**src/rtl/ir_queue.sv**
```systemverilog
// ir_queue: LC-3 instruction register fronted by a DEPTH-entry prefetch FIFO.
// Fetched words are buffered in order, issued through a valid/ready handshake,
// and the head word is decoded into LC-3 fields and sign-extended offsets.
// A flush discards everything queued (taken branch, JSR or trap redirect).
// Optional feature macro: IR_BYPASS_EN. When defined, an empty queue forwards
// in_data straight to the decode outputs in the same cycle.
module ir_queue #(
  parameter int unsigned WORD_W = 16,
  parameter int unsigned DEPTH  = 4
) (
  input  logic                         clk,
  input  logic                         reset,
  input  logic                         in_valid,
  output logic                         in_ready,
  input  logic [WORD_W-1:0]            in_data,
  input  logic                         flush,
  output logic                         out_valid,
  input  logic                         out_ready,
  output logic [WORD_W-1:0]            raw,
  output logic [3:0]                   opcode,
  output logic [2:0]                   dest,
  output logic [2:0]                   src1,
  output logic [2:0]                   src2,
  output logic                         imm5_sel,
  output logic                         jsr_sel,
  output logic [11:0]                  ledVect12,
  output logic [WORD_W-1:0]            sext5,
  output logic [WORD_W-1:0]            sext6,
  output logic [WORD_W-1:0]            sext9,
  output logic [WORD_W-1:0]            sext11,
  output logic [$clog2(DEPTH+1)-1:0]   count
);

  localparam int unsigned PTR_W = (DEPTH > 1) ? $clog2(DEPTH) : 1;
  localparam int unsigned CNT_W = $clog2(DEPTH + 1);

  logic [WORD_W-1:0] mem [DEPTH];
  logic [PTR_W-1:0]  wr_ptr;
  logic [PTR_W-1:0]  rd_ptr;
  logic [CNT_W-1:0]  occ;

  logic              empty;
  logic              push;
  logic              pop;
  logic              wr_en;
  logic              rd_en;
  logic [WORD_W-1:0] head_src;
  logic [WORD_W-1:0] head;

  assign empty    = (occ == '0);
  assign in_ready = (occ != CNT_W'(DEPTH));
  assign count    = occ;

  // Head source selection: stored head, or the incoming word when bypassing an empty queue
`ifdef IR_BYPASS_EN
  always_comb begin
    head_src  = mem[rd_ptr];
    out_valid = !empty;
    if (empty && !flush) begin
      head_src  = in_data;
      out_valid = in_valid;
    end
  end
`else
  always_comb begin
    head_src  = mem[rd_ptr];
    out_valid = !empty;
  end
`endif

  // Handshakes; a pop while empty can only be a bypassed word, which is never stored
  always_comb begin
    push  = in_valid & in_ready;
    pop   = out_valid & out_ready;
    rd_en = pop & !empty;
    wr_en = push & !(pop & empty);
  end

  // Pointer and occupancy update; reset beats flush, flush beats push/pop
  always_ff @(posedge clk) begin
    if (reset) begin
      wr_ptr <= '0;
      rd_ptr <= '0;
      occ    <= '0;
    end else if (flush) begin
      wr_ptr <= '0;
      rd_ptr <= '0;
      occ    <= '0;
    end else begin
      if (wr_en) wr_ptr <= wr_ptr + PTR_W'(1);
      if (rd_en) rd_ptr <= rd_ptr + PTR_W'(1);
      case ({wr_en, rd_en})
        2'b10:   occ <= occ + CNT_W'(1);
        2'b01:   occ <= occ - CNT_W'(1);
        default: occ <= occ;
      endcase
    end
  end

  // Storage array; contents are never cleared, only the pointers are
  always_ff @(posedge clk) begin
    if (wr_en && !reset && !flush) mem[wr_ptr] <= in_data;
  end

  // LC-3 field decode of the head word, forced to zero when nothing is valid
  always_comb begin
    head      = out_valid ? head_src : '0;
    raw       = head;
    opcode    = head[15:12];
    dest      = head[11:9];
    src1      = head[8:6];
    src2      = head[2:0];
    imm5_sel  = head[5];
    jsr_sel   = head[11];
    ledVect12 = head[11:0];
    sext5     = {{(WORD_W-5){head[4]}},   head[4:0]};
    sext6     = {{(WORD_W-6){head[5]}},   head[5:0]};
    sext9     = {{(WORD_W-9){head[8]}},   head[8:0]};
    sext11    = {{(WORD_W-11){head[10]}}, head[10:0]};
  end

endmodule

```
**config.mk**
```make
export PLATFORM = sky130hd
export DESIGN_NAME = ir_queue
export DESIGN_NICKNAME = d
export VERILOG_FILES = /design/src/rtl/ir_queue.sv
export SDC_FILE = /design/constraint.sdc
export NUM_CORES = 1
export LEC_CHECK = 0
export CORE_ASPECT_RATIO = 0.75
export CORE_UTILIZATION = 45
export CTS_CLUSTER_SIZE = 12
export DETAILED_ROUTE_END_ITERATION = 12
export PLACE_DENSITY_LB_ADDON = 0.1
export SYNTH_ARGS = -nofsm -noshare
export SYNTH_HDL_FRONTEND = slang
export SYNTH_SLANG_ARGS = --single-unit
```
**constraint.sdc**
```tcl
create_clock -name clk -period 3.68 [get_ports clk]
set_clock_uncertainty 0.15 [all_clocks]
set_input_delay 1.104 -clock clk [delete_from_list [all_inputs] [get_ports clk]]
set_output_delay 1.104 -clock clk [all_outputs]
set_load 0.1 [all_outputs]
```
* Yosys cells after proc, flatten, opt, wreduce, memory -nomap -nowiden *
Memories as Yosys holds them, arrays and structs flattened. A register that Yosys moved wholly into a read port is not among the register bits.
Cells that the tools add are included.

storage, ports and cells
  register bits after elaboration = 7
  RAM bits = 64
  bits of input ports = 21
  output and inout port bits = 112
  logic and storage cells = 31
  memories kept = 1

memory list
  name  words  width  rd ports  clocked after Yosys merged registers in  wr ports  line  text
  mem   4      16     1         1                                        1         37    logic [WORD_W-1:0] mem [DEPTH];

operators by class
  add/subtract/negate cells = 4
  eq/ne operators = 3
  multiplexer cells = 6
  bitwise operators = 5
  reduce and logical (&&, ||, !) cells = 9

operators by type and width
  operator             number
  $mux 16              1
  $pmux 3 s2           1
  $and 1x1->1          5
  $add 2x1->2 const B  2
  $logic_not 1->1      4
  $mux 2               2
  $add 3x1->3 const B  1
  $logic_not 3->1      1
  $ne 3x3->1 const B   1
  $sub 3x1->3 const B  1
  $eq 2x1->1 const B   1
  $eq 2x2->1 const B   1
  $logic_and 1x1->1    2
  $mux 1               2
  $reduce_bool 2->1    1
  $reduce_or 2->1      1

* Longest topological paths before layout *
  word-level depth = 10
  mapped depth = 10
  mapped depth without buffers = 9

* Least setup slack after synthesis *
No wires, ideal clock.

  path kind = register to output
  from = reg occ[1] (netlist: count[1])
  to = out raw[8]
  arrival = 3.803 ns
  data required time = 2.426 ns
  slack = -1.377 ns
  stages on the path, launching flop included = 6
  path buffers = 3
  path through = dfxtp_1 > nor3_1 > buf_2 > clkbuf_1 > nor2b_1 > buf_4

on the way
  cells in the longest elaborated chain, start to end = 2

RTL lines
  element                   line  text
  start: declaration        40    logic [CNT_W-1:0] occ;
  start signal: assignment  93    2'b10: occ <= occ + CNT_W'(1);
  start signal: assignment  94    2'b01: occ <= occ - CNT_W'(1);
  $logic_not 3->1           50    assign empty = (occ == '0);
  $mux 16                   107   head = out_valid ? head_src : '0;
  end: declaration          19    output logic [WORD_W-1:0] raw,

Every way passes these cells.

==> results by group <==
Status
  • Status: complete, no violations

GRT
  • Grt ovf: 0
  • Vias in the first global route: 1,953
  • Largest net degree at the start of global routing: 18
  • Gr usage total: 17.6%
  • Initial antenna violation count: 0
  • First-pass GRT wire length: 11,000 um

Route
  • WL met1: 3110 um
  • Via count: 1,998
  • WL per Instance: 17.8 um
  • Routed Antenna Nets: 0
  • DR top layer: met4
  • WL final: 7530 um
  • Met3 routed WL: 443 um
  • DRC Markers: 0
  • Via/cell ratio: 4.71
  • 1st-iter DRT viols: 98
  • Met2 WL: 3910 um
  • Pre-antenna DRT Iters: 4

Worst setup path
  • Crit-path most repeated cell: buf_4
  • Worst-path cell chain: buf_4, mux4_2, nor2b_4, buf_4, buf_12
  • RR Startpoint: count[1]$_SDFFE_PP0P_
  • Crit path max fanout: 12
  • Startpoint Class: flip-flop
  • WP data arrival: 2.17 ns
  • R2r setup slk: 1.11 ns
  • R2r worst-path depth: 9
  • Critical Path Max Stage Delay: 0.51 ns
  • Kind of critical path: flip-flop to output pin
  • Slowest CP cell: mux4_2
  • Crit path capture: sext9[10]
  • Capture point of the worst reg-to-reg path: count[2]$_SDFFE_PP0P_
  • CP endpoint kind: output pin
  • CP Data Required Time: 2.43 ns

STA
  • RSZ-0062 raised after global routing: no
  • Setup Viol. Count Final: 0
  • Total Neg Setup Slack: 0 ns
  • Fin crit share: 93.2%
  • Fmax: 0.292 GHz
  • Worst slew pin tran: 0.672 ns
  • Final-report hold violation count: 0
  • Min cycle time layout: 3.43 ns
  • Max Slew Vio Count: 0
  • Hold_ws: 0.353 ns
  • Rel. slew slack: 55.0%

Layout
  • Fillers: 421
  • Area grow syn2layout: 63.8%
  • Final Util: 78.2%
  • Total Nets Final: 345
  • Ant diodes: 0
  • Share of post-route cells with drive strength above 1: 59.4%
  • Final Cell Area: 5890 sq um

Floorplan
  • Die width: 105 um
  • Boundary Pins: 133
  • Initial core utilization: 47.7%
  • Die H: 79.4 um
  • Core area: 7530 sq um
  • Die ar.: 8360 sq um
  • Row cnt: 27

Clock network
  • H-tree depth: 3
  • CTS Sinks: 73
  • CTS tree: done
  • Clock slew at reported path FFs: 0.07 ns
  • Root Driver: clkbuf_8
  • CTS buffer count: 9
  • Post-CTS Hold Fix Bufs: 0
  • Clock Path Buffers: 2
  • Clock latency on the worst-skew pair: 0.34 ns

Synthesis
  • Sequential fraction of the synthesis area: 58.4%
  • Post-synthesis cell count: 249
  • Area fraction of the dominant cell type after synthesis: 53.4%
  • Cell with the most instances after synthesis: buf_4
  • Synth area leaders: edfxtp_1, buf_4, mux4_2
  • Fraction of registers with async set/reset: 0%
  • Number of synthesized flops with an enable pin: 64
  • Synth Cell Area: 3600 sq um
  • Syn nets: 276
  • Flops & latches, synth: 73
  • Synth area leader: edfxtp_1
  • Synth Flop Type: edfxtp_1
  • Synth unique cells: 27
  • Synthesized area per cell: 14.4 sq um
  • Post-synth top cells: buf_4, edfxtp_1, nor2b_1
  • Synth Warn #: 0

Power
  • PwrDens: 432 nW/um^2
  • Pint: 1.56 mW
  • Seq pwr share: 35.9%
  • Clk pwr share: 23.6%
  • Psw: 0.985 mW
  • Comb power frac: 40.5%
  • Sw Ratio: 38.7%
  • Leak: 2.18 nW
  • Peak VDD IR: 0.000321 V

Min path
  • Hold crit path type: flip-flop to flip-flop

Placement
  • Port Buffers: 132
  • Area after DPL: 5590 sq um
  • Gpl congestion: 0.727
  • Post-DP HPWL: 5290 um

Run
  • Max cap viols: 0
-- metal layers --
metal	up-vias	global-route usage [%]
li1	926	-
met1	976	21.6
met2	90	30.1
met3	6	5.71
met4	0	4.65
met5	-	0
-- critical path: cells and delay by family, from the launching register on --
kind,cells,cell delay (ns)
buffers and inverters,3,0.71
AND/OR/NAND/NOR,1,0.13
multiplexers,1,0.51
flip-flops,1,0.47
-- power by group through the flow --
stage	logic, mW	clock network (mW)	registers [mW]
finish	1.03	0.599	0.914
CTS	1.02	0.608	0.914
detailed placement	1.02	0	0.933
global placement	1.01	0	0.932
global route	1.05	0.645	0.915
floorplan	0.703	0	0.940
-- through the flow --
step / instances / power [mW] / worst slack [ns]
floorplan: 249 / 1.64 / 0.120
CTS: 413 / 2.54 / 0.0239
detailed placement: 397 / 1.95 / 0.332
finish: 424 / 2.54 / 0.251
global route: 424 / 2.61 / 0.141
global placement: 397 / 1.94 / 0.412
-- worst min-delay path by stage --
stage                     depth (start not counted)                     end              startpoint
after floorplan                                   2               flip-flop  rd_ptr[1]$_SDFFE_PP0P_
after global placement                            2  rd_ptr[1]$_SDFFE_PP0P_  rd_ptr[1]$_SDFFE_PP0P_
after detailed placement                          2  rd_ptr[0]$_SDFFE_PP0P_  rd_ptr[0]$_SDFFE_PP0P_
after CTS                                         2  rd_ptr[0]$_SDFFE_PP0P_  rd_ptr[0]$_SDFFE_PP0P_
after global routing                              2  rd_ptr[1]$_SDFFE_PP0P_  rd_ptr[1]$_SDFFE_PP0P_
final                                             2  rd_ptr[0]$_SDFFE_PP0P_  rd_ptr[0]$_SDFFE_PP0P_
-- flip-flops by register name (all words and copies together) (netlist names), named ones only --
name,cells
count,3
rd_ptr,2
wr_ptr,2
mem,64
-- logic make-up (layout without fill, tap and decap cells) --
group / count (synthesis) / count (layout) / share of synthesized area, %
DFF: 73 / 73 / 58.4
and+or+nand+nor: 37 / 37 / 6.09
xor gates and xnor gates: 2 / 2 / 0.487
buffers and inverters: 106 / 180 / 21.1
adders and majority gates: 6 / 6 / 2.30
AOI/OAI and AO/OA: 8 / 8 / 1.32
muxes: 17 / 17 / 10.3
-- placed cells by master (no fill, tap or decap) --
cell type        count
nor3_2               1
nand4_1              1
bufinv_16            1
nand2_1              4
edfxtp_1            64
ha_1                 5
o21ai_0              4
clkbuf_8             9
nor2b_1              1
clkinv_4             1
or3_1                2
buf_4               28
inv_1                7
dfxtp_2              1
and3_1               4
buf_12             109
and2_1               1
a21oi_1              3
fa_1                 1
clkinvlp_4           3
or4b_1               1
or3b_4               1
nor2_1               4
or2_0                1
nor2b_2              5
xor2_1               2
o31ai_2              1
dfxtp_4              3
dfxtp_1              5
clkinv_2             2
mux2i_1              1
nor2b_4             11
clkdlybuf4s50_1     20
mux4_2              16
-- area by class of cell --
cell class                 count  area [sq um]  share of cell area, %
timing repair buffer         157          2590                   44.0
sequential                    73          2110                   35.9
multi-input combinational     70           837                   14.2
tap                          101           126                   2.14
clock buffer                   9           124                   2.10
clock inverter                 7          71.3                   1.21
inverter                       7          26.3                  0.446
-- repair_timing --
action,CTS,global route
setup endpoints to repair,0,52
endpoints found under the hold margin,0,0
buffers inserted,0,11
gates resized for setup,0,1
Note: power is estimated with default switching activity, not from simulation.
